$ cat src/rtl/sysarr_add_drain_if.sv
// Bus between the adder drain and its producer/consumer: adder word input, row output, stall/col status.
// With SYSARR_DRAIN_OVF_EN defined the bus also carries the sticky ovf flag and its ovf_clr input.
interface sysarr_add_drain_if #(
  parameter int DW = 16,
  parameter int N  = 4
) ();
  localparam int CW = (N > 1) ? $clog2(N) : 1;

  logic          value_ready;
  logic [DW-1:0] add_output;
  logic          flush;
  // row_valid/row_ready: a row transfers on every clock edge where both are 1;
  // row_valid never waits on row_ready, and row_data is stable while row_valid holds.
  logic          row_valid;
  logic [N*DW-1:0] row_data;
  logic          row_ready;
  logic          stall;
  logic [CW-1:0] col;
`ifdef SYSARR_DRAIN_OVF_EN
  logic          ovf;
  logic          ovf_clr;

  modport master (
    output value_ready, add_output, flush, row_ready, ovf_clr,
    input  row_valid, row_data, stall, col, ovf
  );
  modport slave (
    input  value_ready, add_output, flush, row_ready, ovf_clr,
    output row_valid, row_data, stall, col, ovf
  );
`else
  modport master (
    output value_ready, add_output, flush, row_ready,
    input  row_valid, row_data, stall, col
  );
  modport slave (
    input  value_ready, add_output, flush, row_ready,
    output row_valid, row_data, stall, col
  );
`endif
endinterface

$ cat src/rtl/sysarr_add_drain.sv
// Assembles adder result words into N-word rows and buffers them in a DEPTH-row FIFO.
// Optional sticky overflow flag under the SYSARR_DRAIN_OVF_EN macro.
module sysarr_add_drain #(
  parameter int DW    = 16,
  parameter int N     = 4,
  parameter int DEPTH = 2
) (
  input logic clk,
  input logic nRST,
  sysarr_add_drain_if.slave bus
);
  localparam int CW   = (N > 1) ? $clog2(N) : 1;
  localparam int PW   = (DEPTH > 1) ? $clog2(DEPTH) : 1;
  localparam int CNTW = $clog2(DEPTH + 1);

  // The last word of a row goes straight into the FIFO, so only N-1 slots are stored.
  logic [DW-1:0]   part_q [N-1];
  logic [N*DW-1:0] mem_q  [DEPTH];
  logic [CW-1:0]   col_q;
  logic [PW-1:0]   wr_ptr_q, rd_ptr_q;
  logic [CNTW-1:0] count_q;

  logic            row_done, full, pop, push, drop;
  logic [N*DW-1:0] new_row;

  always_comb begin
    row_done = bus.value_ready && (col_q == CW'(N - 1));
    full     = (count_q == CNTW'(DEPTH));
    pop      = (count_q != '0) && bus.row_ready;
    // A full FIFO still takes a row when the head leaves in the same cycle.
    push     = row_done && (!full || pop);
    drop     = row_done && full && !pop;
  end

  always_comb begin
    new_row = '0;
    for (int k = 0; k < N - 1; k++) new_row[k*DW +: DW] = part_q[k];
    new_row[(N-1)*DW +: DW] = bus.add_output;
  end

  always_ff @(posedge clk) begin
    if (!nRST) begin
      col_q    <= '0;
      wr_ptr_q <= '0;
      rd_ptr_q <= '0;
      count_q  <= '0;
      for (int k = 0; k < N - 1; k++) part_q[k] <= '0;
      for (int d = 0; d < DEPTH; d++) mem_q[d] <= '0;
    end else if (bus.flush) begin
      col_q    <= '0;
      wr_ptr_q <= '0;
      rd_ptr_q <= '0;
      count_q  <= '0;
    end else begin
      if (bus.value_ready) begin
        for (int k = 0; k < N - 1; k++)
          if (col_q == CW'(k)) part_q[k] <= bus.add_output;
        col_q <= row_done ? '0 : col_q + CW'(1);
      end
      if (push) begin
        mem_q[wr_ptr_q] <= new_row;
        wr_ptr_q <= (wr_ptr_q == PW'(DEPTH - 1)) ? '0 : wr_ptr_q + PW'(1);
      end
      if (pop)
        rd_ptr_q <= (rd_ptr_q == PW'(DEPTH - 1)) ? '0 : rd_ptr_q + PW'(1);
      if (push && !pop)      count_q <= count_q + CNTW'(1);
      else if (pop && !push) count_q <= count_q - CNTW'(1);
    end
  end

  assign bus.row_valid = (count_q != '0);
  assign bus.row_data  = mem_q[rd_ptr_q];
  assign bus.stall     = full;
  assign bus.col       = col_q;

`ifdef SYSARR_DRAIN_OVF_EN
  logic ovf_q;
  // Flush suppresses drop, so a drop here always wins over ovf_clr.
  always_ff @(posedge clk) begin
    if (!nRST || bus.flush) ovf_q <= 1'b0;
    else if (drop)          ovf_q <= 1'b1;
    else if (bus.ovf_clr)   ovf_q <= 1'b0;
  end
  assign bus.ovf = ovf_q;
`else
  logic unused_drop;
  assign unused_drop = drop;
`endif
endmodule

$ cat src/flat_wrapper.sv
// flat-port wrapper written by rule: the top's interface ports become plain ports
module sysarr_add_drain_flat 
#(
  parameter int DW    = 16,
  parameter int N     = 4,
  parameter int DEPTH = 2
)
  (clk, nRST, bus_value_ready, bus_add_output, bus_flush, bus_row_ready, bus_row_valid, bus_row_data, bus_stall, bus_col);
  sysarr_add_drain_if #(.DW(DW), .N(N)) bus_i ();
  input logic clk;
  input logic nRST;
  input wire logic [$bits(bus_i.value_ready)-1:0] bus_value_ready;
  input wire logic [$bits(bus_i.add_output)-1:0] bus_add_output;
  input wire logic [$bits(bus_i.flush)-1:0] bus_flush;
  input wire logic [$bits(bus_i.row_ready)-1:0] bus_row_ready;
  output wire logic [$bits(bus_i.row_valid)-1:0] bus_row_valid;
  output wire logic [$bits(bus_i.row_data)-1:0] bus_row_data;
  output wire logic [$bits(bus_i.stall)-1:0] bus_stall;
  output wire logic [$bits(bus_i.col)-1:0] bus_col;
  assign bus_i.value_ready = bus_value_ready;
  assign bus_i.add_output = bus_add_output;
  assign bus_i.flush = bus_flush;
  assign bus_i.row_ready = bus_row_ready;
  assign bus_row_valid = bus_i.row_valid;
  assign bus_row_data = bus_i.row_data;
  assign bus_stall = bus_i.stall;
  assign bus_col = bus_i.col;
  sysarr_add_drain #(.DW(DW), .N(N), .DEPTH(DEPTH)) u_core (.clk(clk), .nRST(nRST), .bus(bus_i));
endmodule
$ cat config.mk
export PLATFORM = sky130hd
export DESIGN_NAME = sysarr_add_drain_flat
export DESIGN_NICKNAME = d
export VERILOG_FILES = /design/src/rtl/sysarr_add_drain_if.sv /design/src/rtl/sysarr_add_drain.sv /design/src/flat_wrapper.sv
export SDC_FILE = /design/constraint.sdc
export NUM_CORES = 1
export LEC_CHECK = 0
export ABC_AREA = 1
export BUFFER_PORTS_ARGS = -buffer_cell sky130_fd_sc_hd__buf_2
export CAP_MARGIN = 20
export CORE_MARGIN = 5
export CORE_UTILIZATION = 50
export CTS_BUF_LIST = sky130_fd_sc_hd__clkbuf_16
export DETAILED_ROUTE_END_ITERATION = 16
export PLACE_DENSITY_LB_ADDON = 0.12
export RECOVER_POWER = 50
export SLEW_MARGIN = 20
export SYNTH_ARGS = -nofsm -noshare
export SYNTH_HDL_FRONTEND = slang
export SYNTH_SLANG_ARGS = --single-unit
$ cat constraint.sdc
create_clock -name clk -period 4.2 [get_ports clk]
set_input_delay 0.63 -clock clk [delete_from_list [all_inputs] [get_ports clk]]
set_output_delay 0.63 -clock clk [all_outputs]
set_load 0.01 [all_outputs]
==> run summary <==
I/O Buffers: 88
Most frequent cells in the layout: 176 x edfxtp_1, 115 x nor2_1, 85 x buf_2
Crit path launch type: flip-flop
Clock transition at path regs: 70 ps
Final worst path period need: 3410 ps
Worst setup path category: reg -> reg
Post-synthesis cell area: 7720 sq um
Status: finished, violations left
Syn Nets: 562
Least-Margin Pin Slew: 2840 ps
Chip Height: 134 um
Clock share of power: 41.3%
TritonRoute pass-1 iters: 4
Fin Setup TNS: 0 ps
Worst-case clock skew: 7.17 ps
Antenna violations before repair: 0
Clock buffer depth: 2
Worst-path fanout max: 23
Max-slew violations: 58
Count of different cell masters after synthesis: 24
Number of I/O pins: 89
Global route hottest layer: met2
Antenna Diode Count: 0
Combinational power share: 4.3%
Sequential Area: 5430 sq um
Pin count of the biggest net entering global routing: 65
Avg Cell Area, Syn: 14.4 sq um
Die Wd: 134 um
Dpl cell area: 8280 sq um
WL final: 15100 um
Initial core utilization: 50.8%
Row cnt: 45
Crit path required time: 4290 ps
DR WL/cell: 18.2 um
Ratio of total power to cell area: 436 nW/um^2
Critical Path End Type: flip-flop
Final Cycle Share: 81.2%
Switching Power: 838 uW
Internal: 3.01 mW
Lkg Pwr: 3.51 nW
Max H-tree Level: 4
Cts hold-fix bufs: 0
Reg power frac: 54.4%
First DRT Iteration DRCs: 276
Fin. Hold Viols: 0
Synthesis-to-layout area growth: 14.1%
Worst Hold Class: reg -> reg
Power, Total: 3.84 mW
Post-route antenna net violation count: 0
Cells after DPL: 798
Max-cap viol count: 3
Cell area after layout: 8820 sq um
Root buffer cell: clkbuf_16
Grt ovf: 0
Slew HR: -89.1%
Post-CTS Setup Inserts: 0
Via-to-Cell Ratio: 4.99
Grt met3 use: 4.91%
Num CTS Buffers: 17
CTS Sinks: 183
Ys Warns: 0
Cells after Synth: 536
Placer congestion estimate: 0.778
Fin util: 58.0%
Crit path DAT: 3500 ps
CTS tree: yes
Fin cells: 830
Setup violations, final: 0
Total die area: 18000 sq um
Multi-input gate area: 1770 sq um
First-pass GRT wire length: 23800 um
Core area: 15200 sq um
# resized after CTS: 0
Drc violations: 0
HPWL after DPL: 9730 um
Fmax: 293 MHz
Failing checks: max-capacitance violations, max-slew violations
Nets: 655
Fillcell total: 1241
GRT Total Usage: 17.7%
Worst skew pair latency: 430 ps
Met2 Use GR: 28.7%
DR vias: 4141
Post-synthesis register bit count: 183
Layout cells sized above 1: 35.0%
Seq/Total Area, Yosys: 70.2%
Max rail drop VDD: 0.000336 V
Sw Share: 21.8%
Vias in the first global route: 4267
RSZ-0062 raised after global routing: no
Commonest non-fill, non-tap cell in the layout: edfxtp_1
M1 GR Usage: 23.7%
cell families (layout without fill, tap and decap cells):
group	Yosys count	count (layout)	share of synthesized area, %
and+or+nand+nor	175	175	12.5
buffers and inverters	101	207	6.54
DFF	183	183	70.2
adders and majority gates	5	5	0.810
AOI/OAI and AO/OA	7	7	0.453
xor gates and xnor gates	1	1	0.113
muxes	64	64	9.33
worst max-delay path: stages, from the launching register on:
cell      delay [ps]
dfxtp_1          360
ha_1             210
nand2_1           70
clkinv_1          80
nand2_1           90
inv_1             60
nand2_1          130
clkbuf_1        2030
nor2_1            30
per-stage QoR:
stage / setup WS, ps / hold slack, ps
final: 789 / 493
after floorplan: 1070 / 457
after detailed placement: 1640 / 478
after global placement: 1670 / 471
after global routing: 578 / 527
after CTS: 1160 / 492
synth_stat cells:
library cell  count  area [sq um]
buf_2            10          50.1
a21oi_1           3          15.0
clkbuf_1          1          3.75
nor2_4           38           428
buf_4             1          7.51
ha_1              5          62.6
o21ai_0           4          20.0
nor3_1            1          5.00
nand2_4           1          11.3
inv_1            76           285
nor2_2            1          6.26
dfxtp_1           7           140
nor2_1          112           420
clkinv_1          1          3.75
nand4_1           2          12.5
mux2_2           64           721
inv_2             2          7.51
xnor2_1           1          8.76
edfxtp_1        176          5290
nand2_2           1          6.26
nand3_1           5          25.0
buf_12            4          80.1
buf_6             6          67.6
nand2_1          14          52.6
registers in the layout, summed over array words and instances (netlist names), named ones only:
| signal | cells |
|---|---|
| u_core.mem_q | 128 |
| u_core.part_q | 48 |
| u_core.bus.col | 2 |
| u_core.count_q | 2 |
| u_core.rd_ptr_q | 1 |
| u_core.wr_ptr_q | 1 |
final timing paths:
kind / from / end / slack [ps] / cells after the start
max: u_core.bus.col[0] / u_core.mem_q[0][63] / 790 / 8
min: u_core.wr_ptr_q / u_core.wr_ptr_q / 490 / 2
max reg2reg: u_core.bus.col[0] / u_core.mem_q[0][63] / 790 / 8
min reg2reg: u_core.wr_ptr_q / u_core.wr_ptr_q / 490 / 2
per-layer routing:
layer | wire [um] | vias to the layer above
li1 | - | 1983
met1 | 6670 | 2056
met2 | 7650 | 86
met3 | 616 | 16
met4 | 182 | 0
met5 | 0 | -
power groups by stage:
stage	logic (mW)	clock network, mW	registers (mW)
floorplan	0.0989	0	2.12
global placement	0.172	0	2.13
detailed placement	0.173	0	2.13
CTS	0.174	1.62	2.09
global route	0.184	1.70	2.09
finish	0.166	1.59	2.09
area by class of cell:
cell class | instances | area share, %
repair buffers | 96 | 5.63
clock buffers | 17 | 4.83
well taps | 188 | 2.67
multi-input cells | 252 | 20.0
clock inverters | 15 | 1.92
inverters | 79 | 3.36
flip-flops and latches | 183 | 61.6
Power figures use the tool's default switching activity.
